--- src/rtl/rca_pipe_addsub.sv ---
// Pipelined ripple-carry adder/subtractor: one SEG-bit segment per stage, with the carry
// registered between stages and a global valid/ready stall applied to every stage at once.
module rca_pipe_addsub #(
   parameter int unsigned WIDTH = 32,
   parameter int unsigned SEG   = 4
) (
   input  logic             clk,
   input  logic             rst_n,
   input  logic             in_valid,
   output logic             in_ready,
   input  logic [WIDTH-1:0] A,
   input  logic [WIDTH-1:0] B,
   input  logic             Cin,
   input  logic             sub,
   output logic             out_valid,
   input  logic             out_ready,
   output logic [WIDTH-1:0] S,
   output logic             Cout,
   output logic             Ovf
);

   localparam int unsigned NSTG = WIDTH / SEG;

   // Level 0 is the capture register; level j holds the result of stage j-1.
   logic [NSTG:0]    vld_q, vld_d;
   logic [NSTG:0]    c_q, c_d;
   logic             ovf_q, ovf_d;
   logic [WIDTH-1:0] a_q [NSTG];
   logic [WIDTH-1:0] a_d [NSTG];
   logic [WIDTH-1:0] b_q [NSTG];
   logic [WIDTH-1:0] b_d [NSTG];
   logic [WIDTH-1:0] s_q [NSTG+1];
   logic [WIDTH-1:0] s_d [NSTG+1];
   logic             adv;
   logic             cy, cm;

   assign adv       = !vld_q[NSTG] || out_ready;
   assign in_ready  = adv;
   assign out_valid = vld_q[NSTG];
   assign S         = s_q[NSTG];
   assign Cout      = c_q[NSTG];
   assign Ovf       = ovf_q;

   always_comb begin
      cy     = 1'b0;
      cm     = 1'b0;
      vld_d  = {vld_q[NSTG-1:0], in_valid};
      c_d    = '0;
      a_d[0] = A;
      b_d[0] = sub ? ~B : B;
      c_d[0] = sub ? 1'b1 : Cin;
      s_d[0] = '0;
      for (int j = 1; j < NSTG; j++) begin
         a_d[j] = a_q[j-1];
         b_d[j] = b_q[j-1];
      end
      for (int j = 1; j <= NSTG; j++) begin
         s_d[j] = s_q[j-1];
         cy     = c_q[j-1];
         for (int i = 0; i < SEG; i++) begin
            // cm ends up as the carry into the segment MSB
            cm = cy;
            s_d[j][(j-1)*SEG+i] = a_q[j-1][(j-1)*SEG+i] ^ b_q[j-1][(j-1)*SEG+i] ^ cy;
            cy = (a_q[j-1][(j-1)*SEG+i] & b_q[j-1][(j-1)*SEG+i]) |
                 (cy & (a_q[j-1][(j-1)*SEG+i] ^ b_q[j-1][(j-1)*SEG+i]));
         end
         c_d[j] = cy;
      end
      // After the loop cy/cm belong to the top segment
      ovf_d = cm ^ cy;
   end

   always_ff @(posedge clk or negedge rst_n) begin
      if (!rst_n) begin
         vld_q <= '0;
         c_q   <= '0;
         ovf_q <= 1'b0;
         for (int j = 0; j < NSTG; j++) begin
            a_q[j] <= '0;
            b_q[j] <= '0;
         end
         for (int j = 0; j <= NSTG; j++) begin
            s_q[j] <= '0;
         end
      end else if (adv) begin
         vld_q <= vld_d;
         c_q   <= c_d;
         ovf_q <= ovf_d;
         a_q   <= a_d;
         b_q   <= b_d;
         s_q   <= s_d;
      end
   end

endmodule

--- config.mk ---
export PLATFORM = sky130hd
export DESIGN_NAME = rca_pipe_addsub
export DESIGN_NICKNAME = d
export VERILOG_FILES = /design/src/rtl/rca_pipe_addsub.sv
export SDC_FILE = /design/constraint.sdc
export NUM_CORES = 1
export LEC_CHECK = 0
export CAP_MARGIN = 10
export CORE_UTILIZATION = 58
export DETAILED_ROUTE_END_ITERATION = 10
export PLACE_DENSITY = 0.74
export SLEW_MARGIN = 25
export SYNTH_ARGS = -nofsm -noshare
export SYNTH_HDL_FRONTEND = slang
export SYNTH_SLANG_ARGS = --single-unit
--- constraint.sdc ---
create_clock -name clk -period 3.4 [get_ports clk]
set_clock_uncertainty 0.05 [all_clocks]
set_input_delay 0.68 -clock clk [delete_from_list [all_inputs] [get_ports clk]]
set_output_delay 0.68 -clock clk [all_outputs]
set_load 0.02 [all_outputs]
==> impl_metrics.xml <==
<?xml version="1.0" encoding="UTF-8"?>
<metrics>
  <group name="clock_network">
    <metric name="post_cts_buffers" unit="">0</metric>
    <metric name="clock_buffer_count_from_cts" unit="">45</metric>
    <metric name="worstSkewPairLatency" unit="ns">0.55</metric>
    <metric name="reg_clk_slew_reported_paths" unit="ns">0.06</metric>
    <metric name="clock_tree_from_tritoncts" unit="">built</metric>
    <metric name="count_of_clock_tree_sinks" unit="">451</metric>
    <metric name="deepest_level_of_the_cts_h_tree" unit="">2</metric>
    <metric name="clock_path_buffers" unit="">3</metric>
    <metric name="post_cts.resized_instances" unit="">0</metric>
    <metric name="ctsRootBufferMaster" unit="">sky130_fd_sc_hd__clkbuf_16</metric>
    <metric name="cts.hold.buffers_added" unit="">0</metric>
  </group>
  <group name="timing">
    <metric name="max_slew.worst_pin.slew" unit="ns">0.999</metric>
    <metric name="setup_violations" unit="">0</metric>
    <metric name="fin_crit" unit="ns">2.85</metric>
    <metric name="hold_ws" unit="ns">0.108</metric>
    <metric name="worst_relative_slew_slack" unit="">0.334</metric>
    <metric name="rsz0062_at_grt" unit="">no</metric>
    <metric name="slew_violations" unit="">0</metric>
    <metric name="fmax" unit="MHz">351</metric>
    <metric name="setup_tns" unit="ns">0</metric>
    <metric name="hold_viol_final" unit="">0</metric>
    <metric name="final.period_utilization" unit="">0.837</metric>
  </group>
  <group name="worst_setup_path">
    <metric name="cpMostUsedCell" unit="">sky130_fd_sc_hd__clkdlybuf4s50_1</metric>
    <metric name="setup.worst_path.start_class" unit="">input port</metric>
    <metric name="timing.critical_path.slowest_stage_cell" unit="">sky130_fd_sc_hd__clkdlybuf4s50_1</metric>
    <metric name="critical_path.endpoint_type" unit="">output port</metric>
    <metric name="setup.worst_path.start" unit="">out_ready</metric>
    <metric name="cpPeakStageDelay" unit="ns">0.68</metric>
    <metric name="setup.worst_path.end" unit="">in_ready</metric>
    <metric name="cp_cell_sequence" unit="">clkdlybuf4s50_1, nand2b_4, clkdlybuf4s50_1</metric>
    <metric name="path_depth" unit="">3</metric>
    <metric name="path_delay_family" unit="">buffers and inverters</metric>
    <metric name="worstPathRequired" unit="ns">2.67</metric>
    <metric name="critPathMaxFanout" unit="">5</metric>
    <metric name="crit-reg2reg-capture" unit="">Ovf</metric>
    <metric name="worst_r2r_startpoint" unit="">c_q[7]</metric>
    <metric name="timing_worst_setup_path_type" unit="">in -&gt; out</metric>
    <metric name="crit_arrival" unit="ns">2.12</metric>
    <metric name="setup.reg_to_reg.worst_slack" unit="ns">0.96</metric>
    <metric name="cp_num_buf_inv" unit="">2</metric>
    <metric name="worst-r2r-cell-count" unit="">9</metric>
  </group>
  <group name="drt">
    <metric name="avgRoutedWirePerCell" unit="um">16.4</metric>
    <metric name="route.detailed.vias_per_inst" unit="">5.04</metric>
    <metric name="num_vias" unit="">8462</metric>
    <metric name="drcViolationCount" unit="">0</metric>
    <metric name="detail_route.first_pass.iterations" unit="">4</metric>
    <metric name="detailedRoute.firstIterationViolations" unit="">461</metric>
    <metric name="route.final.wire_length" unit="mm">27.5</metric>
    <metric name="post_drt_antenna_nets" unit="">0</metric>
  </group>
  <group name="placement">
    <metric name="placed_cells" unit="">1599</metric>
    <metric name="dpl-instance-area" unit="mm2">0.0203</metric>
    <metric name="routability_driven_placement_congestion_ratio" unit="">0.692</metric>
    <metric name="buffer_ports.inserted" unit="">105</metric>
    <metric name="dpl.hpwl" unit="mm">17.0</metric>
  </group>
  <group name="grt">
    <metric name="grt_pass1_wl" unit="mm">47.0</metric>
    <metric name="global_route.overflow_total" unit="">0</metric>
    <metric name="pin_count_of_the_biggest_net_entering_global_routing" unit="">151</metric>
    <metric name="number_of_antenna_violations_at_the_first_check_in_global_routing" unit="">0</metric>
    <metric name="grt_pass1_vias" unit="">8831</metric>
    <metric name="track_usage" unit="">0.175</metric>
  </group>
  <group name="pwr">
    <metric name="clock_power_share" unit="">0.227</metric>
    <metric name="sequentialPowerShare" unit="">0.433</metric>
    <metric name="power.ir.vdd_worst" unit="uV">560</metric>
    <metric name="net_sw_frac" unit="">0.277</metric>
    <metric name="power_leakage" unit="uW">0.0102</metric>
    <metric name="internal-power" unit="uW">15900</metric>
    <metric name="design_power_total" unit="uW">22000</metric>
    <metric name="portion_of_total_power_attributed_to_combinational_logic" unit="">0.340</metric>
    <metric name="power-per-cell-area" unit="mW/mm2">1010</metric>
    <metric name="p_switching" unit="uW">6100</metric>
  </group>
  <group name="synth">
    <metric name="synth_area_per_cell" unit="um2">17.2</metric>
    <metric name="synth-seq-cells" unit="">451</metric>
    <metric name="synth_common_cells" unit="">sky130_fd_sc_hd__dfrtp_1 (451), sky130_fd_sc_hd__mux2_4 (250), sky130_fd_sc_hd__mux2_2 (173), sky130_fd_sc_hd__inv_1 (56), sky130_fd_sc_hd__fa_1 (32)</metric>
    <metric name="yosysUniqueCellTypes" unit="">17</metric>
    <metric name="netlist_area" unit="mm2">0.0189</metric>
    <metric name="synth.yosys.seq_area_share" unit="">0.596</metric>
    <metric name="synthMostInstantiatedCell" unit="">sky130_fd_sc_hd__dfrtp_1</metric>
    <metric name="ys.flop_type" unit="">sky130_fd_sc_hd__dfrtp_1</metric>
    <metric name="netlist_top_cells_area" unit="">sky130_fd_sc_hd__dfrtp_1 (60%), sky130_fd_sc_hd__mux2_4 (20%), sky130_fd_sc_hd__mux2_2 (10%)</metric>
    <metric name="synth_fp_nets" unit="">1202</metric>
    <metric name="number_of_instances_in_the_synthesized_netlist" unit="">1100</metric>
    <metric name="post-synth-top-area-fraction" unit="">0.596</metric>
    <metric name="synth_edf_count" unit="">0</metric>
    <metric name="number_of_warning_messages_in_the_yosys_log" unit="">0</metric>
    <metric name="synth_area_leader_cell" unit="">sky130_fd_sc_hd__dfrtp_1</metric>
    <metric name="synthArstFlopShare" unit="">1.00</metric>
  </group>
  <group name="layout">
    <metric name="stdcell_count" unit="">1680</metric>
    <metric name="post_route_cells_drive_above_1_share" unit="">0.409</metric>
    <metric name="final.fill_count" unit="">2184</metric>
    <metric name="diodes" unit="">0</metric>
    <metric name="syn2layout_area_growth" unit="%">15.1</metric>
    <metric name="fin_nets" unit="">1313</metric>
    <metric name="design_area" unit="mm2">0.0218</metric>
  </group>
  <group name="die">
    <metric name="ios" unit="">106</metric>
    <metric name="die-height" unit="um">183</metric>
    <metric name="die_x_extent" unit="um">183</metric>
    <metric name="placementRows" unit="">65</metric>
    <metric name="total_die_area" unit="mm2">0.0334</metric>
    <metric name="initial_core_util" unit="">0.594</metric>
    <metric name="core" unit="mm2">0.0319</metric>
  </group>
  <group name="status">
    <metric name="run_status" unit="">complete, no violations</metric>
  </group>
  <group name="run">
    <metric name="number_of_maximum_capacitance_constraint_violations" unit="">0</metric>
  </group>
  <group name="min_path">
    <metric name="holdCritPathClass" unit="">in -&gt; async</metric>
  </group>
</metrics>
## power by group through the flow
| stage | clock (uW) | combinational [uW] | sequential (uW) |
|---|---|---|---|
| 2_1_floorplan | 0 | 5950 | 9340 |
| 3_3_place_gp | 0 | 7310 | 9530 |
| 3_5_place_dp | 0 | 7530 | 9650 |
| 4_1_cts | 5140 | 7600 | 9590 |
| 5_1_grt | 5340 | 8160 | 9900 |
| 6_report | 5010 | 7490 | 9540 |
## cell usage in the layout (no fill, tap or decap), drive strengths merged
master,n
dfrtp,451
mux2,423
clkdlybuf4s50,103
clkbuf,70
inv,58
fa,32
xor2,30
nor3b,18
a21oi,18
buf,18
mux2i,9
clkinv,5
bufinv,4
xnor2,3
nand2b,2
nor2,1
## layout make-up
cell class              count  area, um2  share of cell area
clock inverters            11        163             0.00746
repair buffers            121       1270              0.0583
inverters                  56        210             0.00964
multi-input cells         536       6970               0.320
flip-flops and latches    451      11300               0.518
clock buffers              70       1350              0.0621
well taps                 435        544              0.0250
## cells by family (layout without fill, tap and decap cells)
family / after synthesis / after routing / synth area share
buffers and inverters: 113 / 258 / 0.0363
adders and majority gates: 32 / 32 / 0.0338
DFF: 451 / 451 / 0.596
muxes: 432 / 432 / 0.306
and+or+nand+nor: 21 / 21 / 0.00839
xor gates and xnor gates: 33 / 33 / 0.0153
AOI/OAI and AO/OA: 18 / 18 / 0.00476
## worst min path at each step
stage / start / endpoint / depth (start not counted)
final: rst_n / s_d[1] / 1
after global routing: rst_n / s_d[2] / 1
after CTS: rst_n / S[2] / 1
after detailed placement: vld_q[7] / vld_q[8] / 1
after global placement: vld_q[7] / vld_q[8] / 1
after floorplan: rst_n / Ovf / 0
## through the flow
step / worst slack, ns / utilization
floorplan: 1.15 / -
global placement: 0.527 / 0.636
detailed placement: 0.550 / 0.636
CTS: 0.534 / 0.684
global route: 0.539 / 0.684
finish: 0.553 / 0.684
## flip-flops by register name, indices dropped and copies added, names as in the netlist
| name | cells |
|---|---|
| s_d | 112 |
| S | 32 |
| Ovf | 1 |
| a_d | 140 |
| vld_q | 9 |
| b_d | 140 |
| b_q | 4 |
| c_q | 9 |
| a_q | 4 |
## layer usage
layer | global-route usage | part of all wire | up-vias
li1 | - | - | 3999
met1 | 0.282 | 0.53 | 4290
met2 | 0.244 | 0.41 | 119
met3 | 0.0302 | 0.033 | 54
met4 | 0.0521 | 0.023 | 0
met5 | 0 | 0 | -
Power figures use the tool's default switching activity.
